### src/rtl/tl_pkg.sv
// tl_pkg: state codes and per-state decode helpers
// for the two-road traffic light controller.
package tl_pkg;

  typedef enum logic [2:0] {
    G1  = 3'd0,
    Y1  = 3'd1,
    AR1 = 3'd2,
    G2  = 3'd3,
    Y2  = 3'd4,
    AR2 = 3'd5
  } tl_state_e;

  function automatic logic [6:0] dur_of(
    input tl_state_e  s,
    input logic [6:0] g,
    input logic [6:0] y,
    input logic [6:0] a
  );
    case (s)
      G1, G2:  return g;
      Y1, Y2:  return y;
      default: return a;
    endcase
  endfunction

  // {x1,v1,d1,x2,v2,d2}; unknown codes fall back to all red
  function automatic logic [5:0] lights_of(input tl_state_e s);
    case (s)
      G1:      return 6'b100_001;
      Y1:      return 6'b010_001;
      G2:      return 6'b001_100;
      Y2:      return 6'b001_010;
      default: return 6'b001_001;
    endcase
  endfunction

  function automatic tl_state_e next_of(input tl_state_e s);
    case (s)
      G1:      return Y1;
      Y1:      return AR1;
      AR1:     return G2;
      G2:      return Y2;
      Y2:      return AR2;
      default: return G1;
    endcase
  endfunction

endpackage

### src/rtl/tl_tick_gen.sv
// tl_tick_gen: divides clk down to a one-cycle
// pulse every TICK_DIV cycles.
module tl_tick_gen #(
  parameter int unsigned TICK_DIV = 50000000
) (
  input  logic i_clk,
  input  logic i_rst,
  output logic o_tick
);

  localparam int W = (TICK_DIV > 2) ? $clog2(TICK_DIV) : 1;
  localparam logic [W-1:0] LP_LAST = W'(TICK_DIV - 1);

  logic [W-1:0] r_cnt;
  logic         w_last;

  assign w_last = (r_cnt == LP_LAST);
  assign o_tick = w_last;

  // Free-running prescaler, wraps on the tick cycle.
  always_ff @(posedge i_clk) begin
    if (i_rst) begin
      r_cnt <= '0;
    end else if (w_last) begin
      r_cnt <= '0;
    end else begin
      r_cnt <= r_cnt + W'(1);
    end
  end

endmodule

### src/rtl/traffic_light_ctrl.sv
// traffic_light_ctrl: two-road light sequencer with BCD countdown.
// Optional night flashing-yellow mode: define TL_NIGHT_FLASH_EN.
module traffic_light_ctrl
  import tl_pkg::*;
#(
  parameter int unsigned TICK_DIV = 50000000,
  parameter int unsigned GREEN_S  = 25,
  parameter int unsigned YELLOW_S = 3,
  parameter int unsigned ALLRED_S = 2
) (
  input  logic       clk,
  input  logic       rs,
  input  logic       hold,
`ifdef TL_NIGHT_FLASH_EN
  input  logic       night,
`endif
  output logic       x1,
  output logic       v1,
  output logic       d1,
  output logic       x2,
  output logic       v2,
  output logic       d2,
  output logic [3:0] sec_tens,
  output logic [3:0] sec_ones,
  output logic [2:0] phase,
  output logic       sec_tick
);

  if (TICK_DIV < 2 ||
      GREEN_S  < 1 || GREEN_S  > 99 ||
      YELLOW_S < 1 || YELLOW_S > 99 ||
      ALLRED_S < 1 || ALLRED_S > 99) begin : g_param_err
    $error("traffic_light_ctrl: parameter out of range");
  end

  localparam logic [6:0] LP_G = 7'(GREEN_S);
  localparam logic [6:0] LP_Y = 7'(YELLOW_S);
  localparam logic [6:0] LP_A = 7'(ALLRED_S);

  tl_state_e  r_state;
  tl_state_e  w_state_nxt;
  logic [6:0] r_cnt;
  logic [6:0] w_cnt_nxt;
  logic [5:0] r_lights;
  logic [5:0] w_lights_nxt;
  logic       w_tick;
  logic       w_flashing;
  logic [3:0] w_tens;
  logic [3:0] w_ones;

`ifdef TL_NIGHT_FLASH_EN
  logic r_night;
  logic r_flash;
  logic w_flash_nxt;
  assign w_flashing = r_night;
`else
  assign w_flashing = 1'b0;
`endif

  tl_tick_gen #(
    .TICK_DIV(TICK_DIV)
  ) u_tick (
    .i_clk (clk),
    .i_rst (rs),
    .o_tick(w_tick)
  );

  // Next state, countdown and lights decoded from next state.
  always_comb begin
    w_state_nxt = r_state;
    w_cnt_nxt   = r_cnt;
    if (r_state > AR2) begin
      w_state_nxt = AR1;
      w_cnt_nxt   = LP_A;
    end else if (w_tick && !hold) begin
      if (r_cnt == 7'd1) begin
        w_state_nxt = next_of(r_state);
        w_cnt_nxt   = dur_of(w_state_nxt, LP_G, LP_Y, LP_A);
      end else begin
        w_cnt_nxt = r_cnt - 7'd1;
      end
    end
    w_lights_nxt = lights_of(w_state_nxt);
`ifdef TL_NIGHT_FLASH_EN
    w_flash_nxt = r_flash;
    if (night) begin
      if (!r_night) begin
        w_flash_nxt = 1'b1;
      end else if (w_tick) begin
        w_flash_nxt = ~r_flash;
      end
      w_state_nxt  = AR2;
      w_cnt_nxt    = 7'd0;
      w_lights_nxt = {1'b0, w_flash_nxt, 2'b00,
                      w_flash_nxt, 1'b0};
    end else if (r_night) begin
      w_state_nxt  = G1;
      w_cnt_nxt    = LP_G;
      w_lights_nxt = lights_of(G1);
    end
`endif
  end

  // State, countdown and light registers.
  always_ff @(posedge clk) begin
    if (rs) begin
      r_state  <= G1;
      r_cnt    <= LP_G;
      r_lights <= lights_of(G1);
`ifdef TL_NIGHT_FLASH_EN
      r_night  <= 1'b0;
      r_flash  <= 1'b0;
`endif
    end else begin
      r_state  <= w_state_nxt;
      r_cnt    <= w_cnt_nxt;
      r_lights <= w_lights_nxt;
`ifdef TL_NIGHT_FLASH_EN
      r_night  <= night;
      r_flash  <= w_flash_nxt;
`endif
    end
  end

  // BCD split by comparing against each multiple of ten.
  always_comb begin
    w_tens = 4'd0;
    w_ones = r_cnt[3:0];
    for (int i = 1; i < 10; i++) begin
      if (r_cnt >= 7'(i * 10)) begin
        w_tens = 4'(i);
        w_ones = 4'(r_cnt - 7'(i * 10));
      end
    end
  end

  assign {x1, v1, d1, x2, v2, d2} = r_lights;
  assign sec_tens = w_tens;
  assign sec_ones = w_ones;
  assign phase    = r_state;
  assign sec_tick = w_tick;

  // Flag any cycle that shows conflicting lights.
  always @(posedge clk) begin
    if (!rs && !w_flashing) begin
      assert (!(x1 && x2))
        else $error("both roads green");
      assert ($onehot({x1, v1, d1}) && $onehot({x2, v2, d2}))
        else $error("road lights not one-hot");
    end
  end

endmodule

### config.mk
export PLATFORM = sky130hd
export DESIGN_NAME = traffic_light_ctrl
export DESIGN_NICKNAME = d
export VERILOG_FILES = /design/src/rtl/tl_pkg.sv /design/src/rtl/tl_tick_gen.sv /design/src/rtl/traffic_light_ctrl.sv
export SDC_FILE = /design/constraint.sdc
export NUM_CORES = 1
export LEC_CHECK = 0
export ABC_CLOCK_PERIOD_IN_PS = 3620
export CAP_MARGIN = 20
export CORE_ASPECT_RATIO = 1.1
export CORE_UTILIZATION = 42
export CTS_CLUSTER_DIAMETER = 80
export DETAILED_ROUTE_END_ITERATION = 7
export DONT_BUFFER_PORTS = 1
export GPL_ROUTABILITY_DRIVEN = 0
export GPL_TIMING_DRIVEN = 1
export PLACE_DENSITY_LB_ADDON = 0.08
export SLEW_MARGIN = 20
export SYNTH_ARGS = -nofsm -noshare
export SYNTH_HDL_FRONTEND = slang
export SYNTH_HIERARCHICAL = 1
export SYNTH_SLANG_ARGS = --single-unit
export TNS_END_PERCENT = 50
### constraint.sdc
create_clock -name clk -period 3.62 [get_ports clk]
set_input_delay 1.086 -clock clk [delete_from_list [all_inputs] [get_ports clk]]
set_output_delay 1.086 -clock clk [all_outputs]
set_load 0.03 [all_outputs]
* After elaboration in Yosys (flattened, before gate mapping)
Cells that the tools add are included.
** Operators by class
- Add/subtract/negate cells :: 11
- Magnitude comparators :: 10
- Equal/unequal tests :: 12
- Multiplexer cells :: 30
- Reduce and logical (&&, ||, !) cells :: 10
** Operator list (count)
- $mux 4 :: 17
- $add 26x1->26 const B :: 1
- $eq 26x26->1 const B :: 1
- $pmux 6 s4 :: 1
- $ge 7x6->1 const B :: 3
- $ge 7x7->1 const B :: 3
- $sub 4x4->4 const B :: 5
- $mux 3 :: 6
- $pmux 3 s5 :: 1
- $ge 7x5->1 const B :: 2
- $eq 3x2->1 const B :: 4
- $mux 5 :: 2
- $pmux 5 s2 :: 1
- $eq 3x1->1 const B :: 3
- $eq 3x3->1 const B :: 3
- $logic_not 3->1 :: 3
- $reduce_or 2->1 :: 4
- $sub 4x3->4 const B :: 2
- $eq 7x1->1 const B :: 1
- $ge 7x4->1 const B :: 1
- $mux 7 :: 1
- $sub 7x1->7 const B :: 1
- $sub 4x1->4 const B :: 1
- $sub 4x2->4 const B :: 1
- 5 further kinds :: 5
** Storage, ports and cells
- Bits in registers :: 42
- Input bits :: 3
- Output and inout bits :: 18
- Logic and storage cells :: 78

* Depth between registers and ports, before layout
Gate-level depths: netlist (run 1).
- Depth in word-level cells :: 11
- Depth in mapped cells :: 9
- Gate-level depth less buffers :: 9

* Modules after synthesis
Netlist (run 1), hierarchy kept.
** Modules (own cells, without submodules)
- traffic_light_ctrl :: instances 1, cells each 199, area each 1487.7 um2, sequential area each 320.3 um2
- tl_tick_gen :: instances 1, cells each 147, area each 1257.5 um2, sequential area each 520.5 um2

* Worst setup path before layout (run 1)
Ideal clock, no wire load.
- Kind :: reg2reg
- Start :: register u_tick.r_cnt[0]
- End :: register r_lights[3]
- Library setup time :: 0.126 ns
- Data arrival time :: 3.318 ns
- Required time :: 3.494 ns
- Path slack :: 0.176 ns
- Stages on the path, launching flop included :: 10
- Buffers on the path :: 0
- Clock period less this slack :: 3.444 ns
- Cell sequence :: dfxtp_1 ha_1 nand4_1 or4b_2 nor3_1 nand2b_1 or4_4 nand2_1 nor3b_1 nor2_1
** Between the ends
- Cells in the longest elaborated chain, start to end :: 6
- Elaborated cells between the ends (all ways) :: 9
- Those cells by class :: eq/ne (4); mux (3); reduce/logical (2)
** Ends and longest elaborated chain
- from (decl) :: RTL line tl_tick_gen.sv:14 : logic [W-1:0] r_cnt;
- from (signal assigned) :: RTL line tl_tick_gen.sv:27 : r_cnt <= r_cnt + W'(1);
- $eq 26x26->1 (*) :: RTL line tl_tick_gen.sv:17 : assign w_last = (r_cnt == LP_LAST);
- net sec_tick :: RTL line traffic_light_ctrl.sv:26 : output logic sec_tick
- $logic_and 1x1->1 (*) :: RTL line traffic_light_ctrl.sv:75 : end else if (w_tick && !hold) begin
- $mux 3 (*) :: RTL line traffic_light_ctrl.sv:75
- $mux 3 (*) :: RTL line traffic_light_ctrl.sv:72 : if (r_state > AR2) begin
- $eq 3x3->1 (tied with other cells) :: RTL line tl_pkg.sv:29 : case (s)
- $pmux 6 s4 (*) :: RTL line tl_pkg.sv:29
- to (signal assigned) :: RTL line traffic_light_ctrl.sv:109 : r_lights <= lights_of(G1);
- to (signal assigned) :: RTL line traffic_light_ctrl.sv:117 : r_lights <= w_lights_nxt;
- to (decl) :: RTL line traffic_light_ctrl.sv:44 : logic [5:0] r_lights;
The timed path passes the listed nets; every way through them passes the cells marked *.
A chain may end at the register's enable or synchronous reset.

==> results of run 1 <==
[worst max-delay path: cells and delay by family, from the launching register on]
kind / cells / cell delay, ns
AO/OA/AOI/OAI: 4 / 0.88
adder cells (fa/ha/maj): 1 / 0.25
buffers and inverters: 1 / 0.13
flip-flops: 1 / 0.31
AND/OR/NAND/NOR: 1 / 0.48
[through the flow]
stage | hold slack (ns) | setup slack [ns] | total power [W] | area, um^2 | util [%]
floorplan | 0.4408 | 0.1760 | 0.0004912 | 2745 | -
global placement | 0.4674 | 0.4264 | 0.0004929 | 2874 | 46.12
detailed placement | 0.4758 | 0.4034 | 0.0004932 | 2874 | 46.12
CTS | 0.4964 | 0.06874 | 0.0007858 | 2954 | 47.41
global route | 0.5414 | 0.03293 | 0.0008073 | 2957 | 47.45
finish | 0.4894 | 0.1849 | 0.0007795 | 2957 | 47.45
[where the power goes]
part	switching, W	internal [W]	total, W
combinational	0.00000865	0.00000530	0.0000139
clock	0.000165	0.000132	0.000298
sequential	0.00000362	0.000464	0.000468
[layer usage]
layer  up-vias  routed length [um]
li1       1273                   -
met1      1174                3276
met2        50                2870
met3        10                 236
met4         0                 111
met5         -                   0
[how the worst max path moves through the flow]
stage,slack (ns),end,cells past startpoint
floorplan,0.18,r_lights[3],9
global placement,0.43,sec_ones[2],7
detailed placement,0.40,sec_ones[2],7
CTS,0.07,sec_ones[2],7
global route,0.03,sec_ones[2],7
finish,0.18,sec_ones[2],7
[cells by family after synthesis]
group,count (synthesis),share of synthesized area (%)
compound gates,88,21.47
xor+xnor,18,5.743
fa+ha+maj,12,5.469
buf+inv,35,5.515
flops,42,30.63
mux,2,0.7748
simple gates,149,30.40
[registers in the layout (all words and copies together) (netlist names)]
name	cells
phase	3
r_cnt	7
r_lights	6
u_tick/r_cnt	26
[area by class of cell]
type	instances	area share [%]
repair buffers	17	4.317
clock buffers	6	2.455
clock inverters	1	0.2539
multi-input cells	269	59.37
inverters	14	1.777
flip-flops and latches	42	28.44
well taps	80	3.386
[synthesized netlist by cell type (4+ instances only)]
library cell / n / area [um^2]
a21oi_1: 22 / 110.1
a31oi_1: 6 / 37.54
and3_1: 5 / 31.28
buf_2: 5 / 25.02
clkbuf_1: 10 / 37.54
dfxtp_1: 42 / 840.8
ha_1: 12 / 150.1
inv_1: 13 / 48.80
nand2_1: 27 / 101.4
nand2b_1: 4 / 25.02
nand3_1: 12 / 60.06
nand4_1: 12 / 75.07
nor2_1: 33 / 123.9
nor2b_1: 4 / 25.02
nor3_1: 8 / 40.04
nor4_1: 5 / 31.28
o21ai_0: 19 / 95.09
o31ai_1: 6 / 45.04
or2_2: 5 / 31.28
or3_1: 7 / 43.79
or4_1: 6 / 45.04
xnor2_1: 10 / 87.58
xor2_1: 8 / 70.07
==> impl_metrics.yaml, run 1 <==
outcome:
  status: "finished clean"
synth:
  ys.flop_type: "dfxtp_1"
  syn_area_per_cell_um2: 7.934
  synth_warnings: 6
  syn_nets: 361
  ys_seq_area_share_pct: 30.63
  synthesis.area_um2: 2745
  ys_ff_latch: 42
  ys_types: 66
  async_flop_share_pct: 0
  synth_edf_count: 0
  syn_inst: 346
sta:
  grt_setup_unrepaired: "false"
  max_slew_margin_pct: 56.82
  setup_viol: 0
  drv_slew: 0
  fmax_mhz: 291.1
  hold_violations: 0
  setup_tns_ns: 0
  period_share_pct: 94.89
  clock_skew_ns: 0.01009
  tightest_slew_ns: 0.6467
  period_needed_ns: 3.435
global_routing:
  gr-usage-met2_pct: 32.29
  grt_pass1_vias: 2334
  overflow: 0
  grt_usage_pct: 19.86
  grt_max_degree: 17
  busiest_layer: "met2"
  grt_pass1_wl_um: 10780
  grtUsageMet3_pct: 4.105
  antenna_found_initial: 0
  use_met1_pct: 25.79
pwr:
  vdd_drop_max_mv: 0.1855
  p_leak_nw: 1.033
  powerDensity_nw_per_um2: 263.7
critical_path:
  crit_type: "reg -> out"
  crit_slowest_cell: "or3b_2"
  r2r-start: "u_tick/r_cnt[0]"
  cp-end-kind: "primary output"
  required_ns: 2.53
  cp-startpoint: "r_cnt[1]"
  reg2reg_slack_ns: 0.46
  worstPathMaxFanout: 6
  slowest_delay_ns: 0.48
  r2r.worst_path.cells: 10
  rr_endpoint: "r_lights[0]"
  start_kind: "register"
  arrival_ns: 2.35
  crit_chain: "inv_1, ha_2, or3b_2, o211ai_1, o311ai_0, o221ai_1, o31a_1"
clocking:
  path_clk_slew_ns: 0.08
  cts.sinks: 42
  cts_setup_buffers: 0
  numCtsBuffers: 5
  tritoncts: "yes"
  cts_resized: 0
  cts.hold.buffers_added: 0
  clk_root_buffer_cell: "clkbuf_8"
  h-tree-depth: 2
  clk_latency_ns: 0.30
  clk_path_buf_depth: 2
floorplanning:
  rows: 30
  die_area_um2: 6864
  start_util_pct: 44.06
  fp.dieW_um: 79.09
  core-area_um2: 6231
  pin_count: 21
  die-height_um: 86.79
drt:
  routed_wl_um: 6495
  ant_nets: 0
  dr.pass1.iters: 4
  drt_iter0_drc: 113
  drc_errors: 0
  vias: 2507
  viasPerCell: 5.844
  drt-wirelength-per-cell_um: 15.14
worst_hold_path:
  hold_path_class: "reg -> reg"
  min_from: "u_tick/r_cnt[0]"
  whs_endpoint: "u_tick/r_cnt[0]"
  hold_depth: 1
cells_and_area:
  area_growth_pct: 7.703
  final_common_cell: "dfxtp_1"
  drive_gt1_share_pct: 12.61
  layout.cells.non_filler: 429
  fill_cells: 647
  regArea_um2: 840.8
  multi_input_area_um2: 1755
  fin_nets: 364
  diodes: 0
  layout_common_cells: "42 x dfxtp_1, 33 x nor2_1, 27 x nand2_1"
placed_design:
  portBuffers: 0
  dpl.hpwl_um: 4829
  dpl.cell_count: 422
run:
  maxCapViolCount: 0
Power figures use the tool's default switching activity.
==> run 2, diff against run 1 <==
CORE_MARGIN = 4   (was not set)
GPL_ROUTABILITY_DRIVEN = not set   (was 0)
==> run 2 against run 1 <==
  * First-iteration DRC count increased by 17%
  * Combinational power about the same
  * Clock power increased by 24%
  * Sequential share of layout area decreased by 0.30 points
  * Via count decreased by 1.2%
  * Routed wire length decreased by 3.6%
  * Utilization increased by 0.29 points
  * Die area increased by 15%
  * Count of clock-buffer cells in the layout unchanged
==> impl_metrics.yaml, run 2 (same netlist as run 1, synthesis figures left out) <==
pwr:
  vdd_drop_max_mv: 0.3301
  power_frac_seq_pct: 55.0
  p_leak_nw: 1.044
  clock_power_share_pct: 43.4
  powerDensity_nw_per_um2: 284.2
  switchingPower_w: 0.0001751
  swShare_pct: 20.59
  p_comb_share_pct: 1.6
  p_int_w: 0.0006755
drt:
  ant_nets: 0
  drt-wirelength-per-cell_um: 14.59
  dr.pass1.iters: 4
  drc_errors: 0
  viasPerCell: 5.774
  drt_iter0_drc: 132
  routed_wl_um: 6258
  vias: 2477
cells_and_area:
  layout.cells.non_filler: 429
  area_growth_pct: 9.025
  largest_reg_flops: 26
  diodes: 0
  layout_common_cells: "41 x dfxtp_1, 33 x nor2_1, 27 x nand2_1"
  final_common_cell: "dfxtp_1"
  top_regs: "u_tick/r_cnt (26), r_cnt (7), r_lights (6)"
  fill_cells: 632
  drive_gt1_share_pct: 12.61
  fin_nets: 363
  largest_register: "u_tick/r_cnt"
sta:
  setup_tns_ns: 0
  drv_slew: 0
  hold_violations: 0
  grt_setup_unrepaired: "false"
  setup_viol: 0
  clock_skew_ns: 0.01044
  fmax_mhz: 286.9
  max_slew_margin_pct: 56.09
  tightest_slew_ns: 0.6577
  period_needed_ns: 3.486
  period_share_pct: 96.30
global_routing:
  overflow: 0
  grt_pass1_wl_um: 10940
  antenna_found_initial: 0
  grt_pass1_vias: 2302
  grt_usage_pct: 16.55
  grt_max_degree: 26
critical_path:
  crit_type: "reg -> out"
  slowest_delay_ns: 0.51
  required_ns: 2.53
  start_kind: "register"
  crit_slowest_cell: "dfxtp_1"
  crit_chain: "buf_4, o21a_1, a311o_1, o311ai_0, o221ai_1, o31a_1"
  arrival_ns: 2.40
  cp-end-kind: "primary output"
  worstPathMaxFanout: 17
run:
  maxCapViolCount: 0
placed_design:
  portBuffers: 0
  routabilityCongestion: 0.8387
  dpl.hpwl_um: 4574
  dpl.cell_count: 421
clocking:
  h-tree-depth: 2
  cts.sinks: 42
  tritoncts: "yes"
  cts_resized: 0
  numCtsBuffers: 5
  cts.hold.buffers_added: 0
  clk_root_buffer_cell: "clkbuf_8"
  clk_path_buf_depth: 2
  cts_setup_buffers: 0
  path_clk_slew_ns: 0.08
  clk_latency_ns: 0.30
floorplanning:
  die_area_um2: 7895
  core-area_um2: 6269
  die-height_um: 92.79
  rows: 30
  start_util_pct: 43.79
  fp.dieW_um: 85.09
  pin_count: 21
outcome:
  status: "finished clean"
worst_hold_path:
  hold_path_class: "reg -> reg"
-- run 2: final timing paths --
kind,startpoint,to,slack (ns),cells past startpoint
worst min register to register,u_tick/r_cnt[0],u_tick/r_cnt[0],0.48,1
worst max-delay path,r_cnt[4],sec_ones[2],0.13,6
worst min-delay path,u_tick/r_cnt[0],u_tick/r_cnt[0],0.48,1
worst max register to register,u_tick/r_cnt[0],r_lights[1],0.46,10
-- run 2: worst max-delay path: cells and delay by family (launching register included) --
family | cells | cell delay, ns
compound gates | 5 | 1.31
buf+inv | 1 | 0.27
flops | 1 | 0.51
-- run 2: per-layer routing --
layer	routed length [um]	up-vias	part of all wire [%]	global-route usage [%]
met5	0	-	0	0
met4	150	0	2.4	6.860
met3	263	14	4.2	3.114
met2	2747	47	44	26.04
met1	3097	1147	49	22.07
li1	-	1269	-	-
-- run 2: cell type report --
cell class | count | area, um^2 | area share, %
multi-input combinational | 269 | 1755 | 58.65
sequential | 42 | 842.1 | 28.14
timing repair buffer | 16 | 132.6 | 4.431
tap | 80 | 100.1 | 3.344
clock buffer | 6 | 72.57 | 2.425
inverter | 14 | 52.55 | 1.756
clock inverter | 2 | 37.54 | 1.254
-- run 2: stage by stage --
step           utilization [%]  hold slack, ns  setup WS (ns)   power, W  cell area, um^2
2_1_floorplan                -          0.4408         0.1760  0.0004912             2745
3_3_place_gp             45.93          0.4576         0.4538  0.0004929             2879
3_5_place_dp             45.93          0.4651         0.4593  0.0004925             2879
4_1_cts                  47.68          0.4839         0.1367  0.0008623             2989
5_1_grt                  47.74          0.5093        0.01073  0.0008831             2993
6_report                 47.74          0.4804         0.1341  0.0008506             2993
-- run 2: power by group through the flow --
stage	combinational, W	sequential, W	clock [W]
global route	0.0000154	0.000469	0.000399
global placement	0.0000143	0.000479	0
floorplan	0.0000140	0.000477	0
finish	0.0000136	0.000468	0.000369
CTS	0.0000137	0.000468	0.000381
detailed placement	0.0000138	0.000479	0
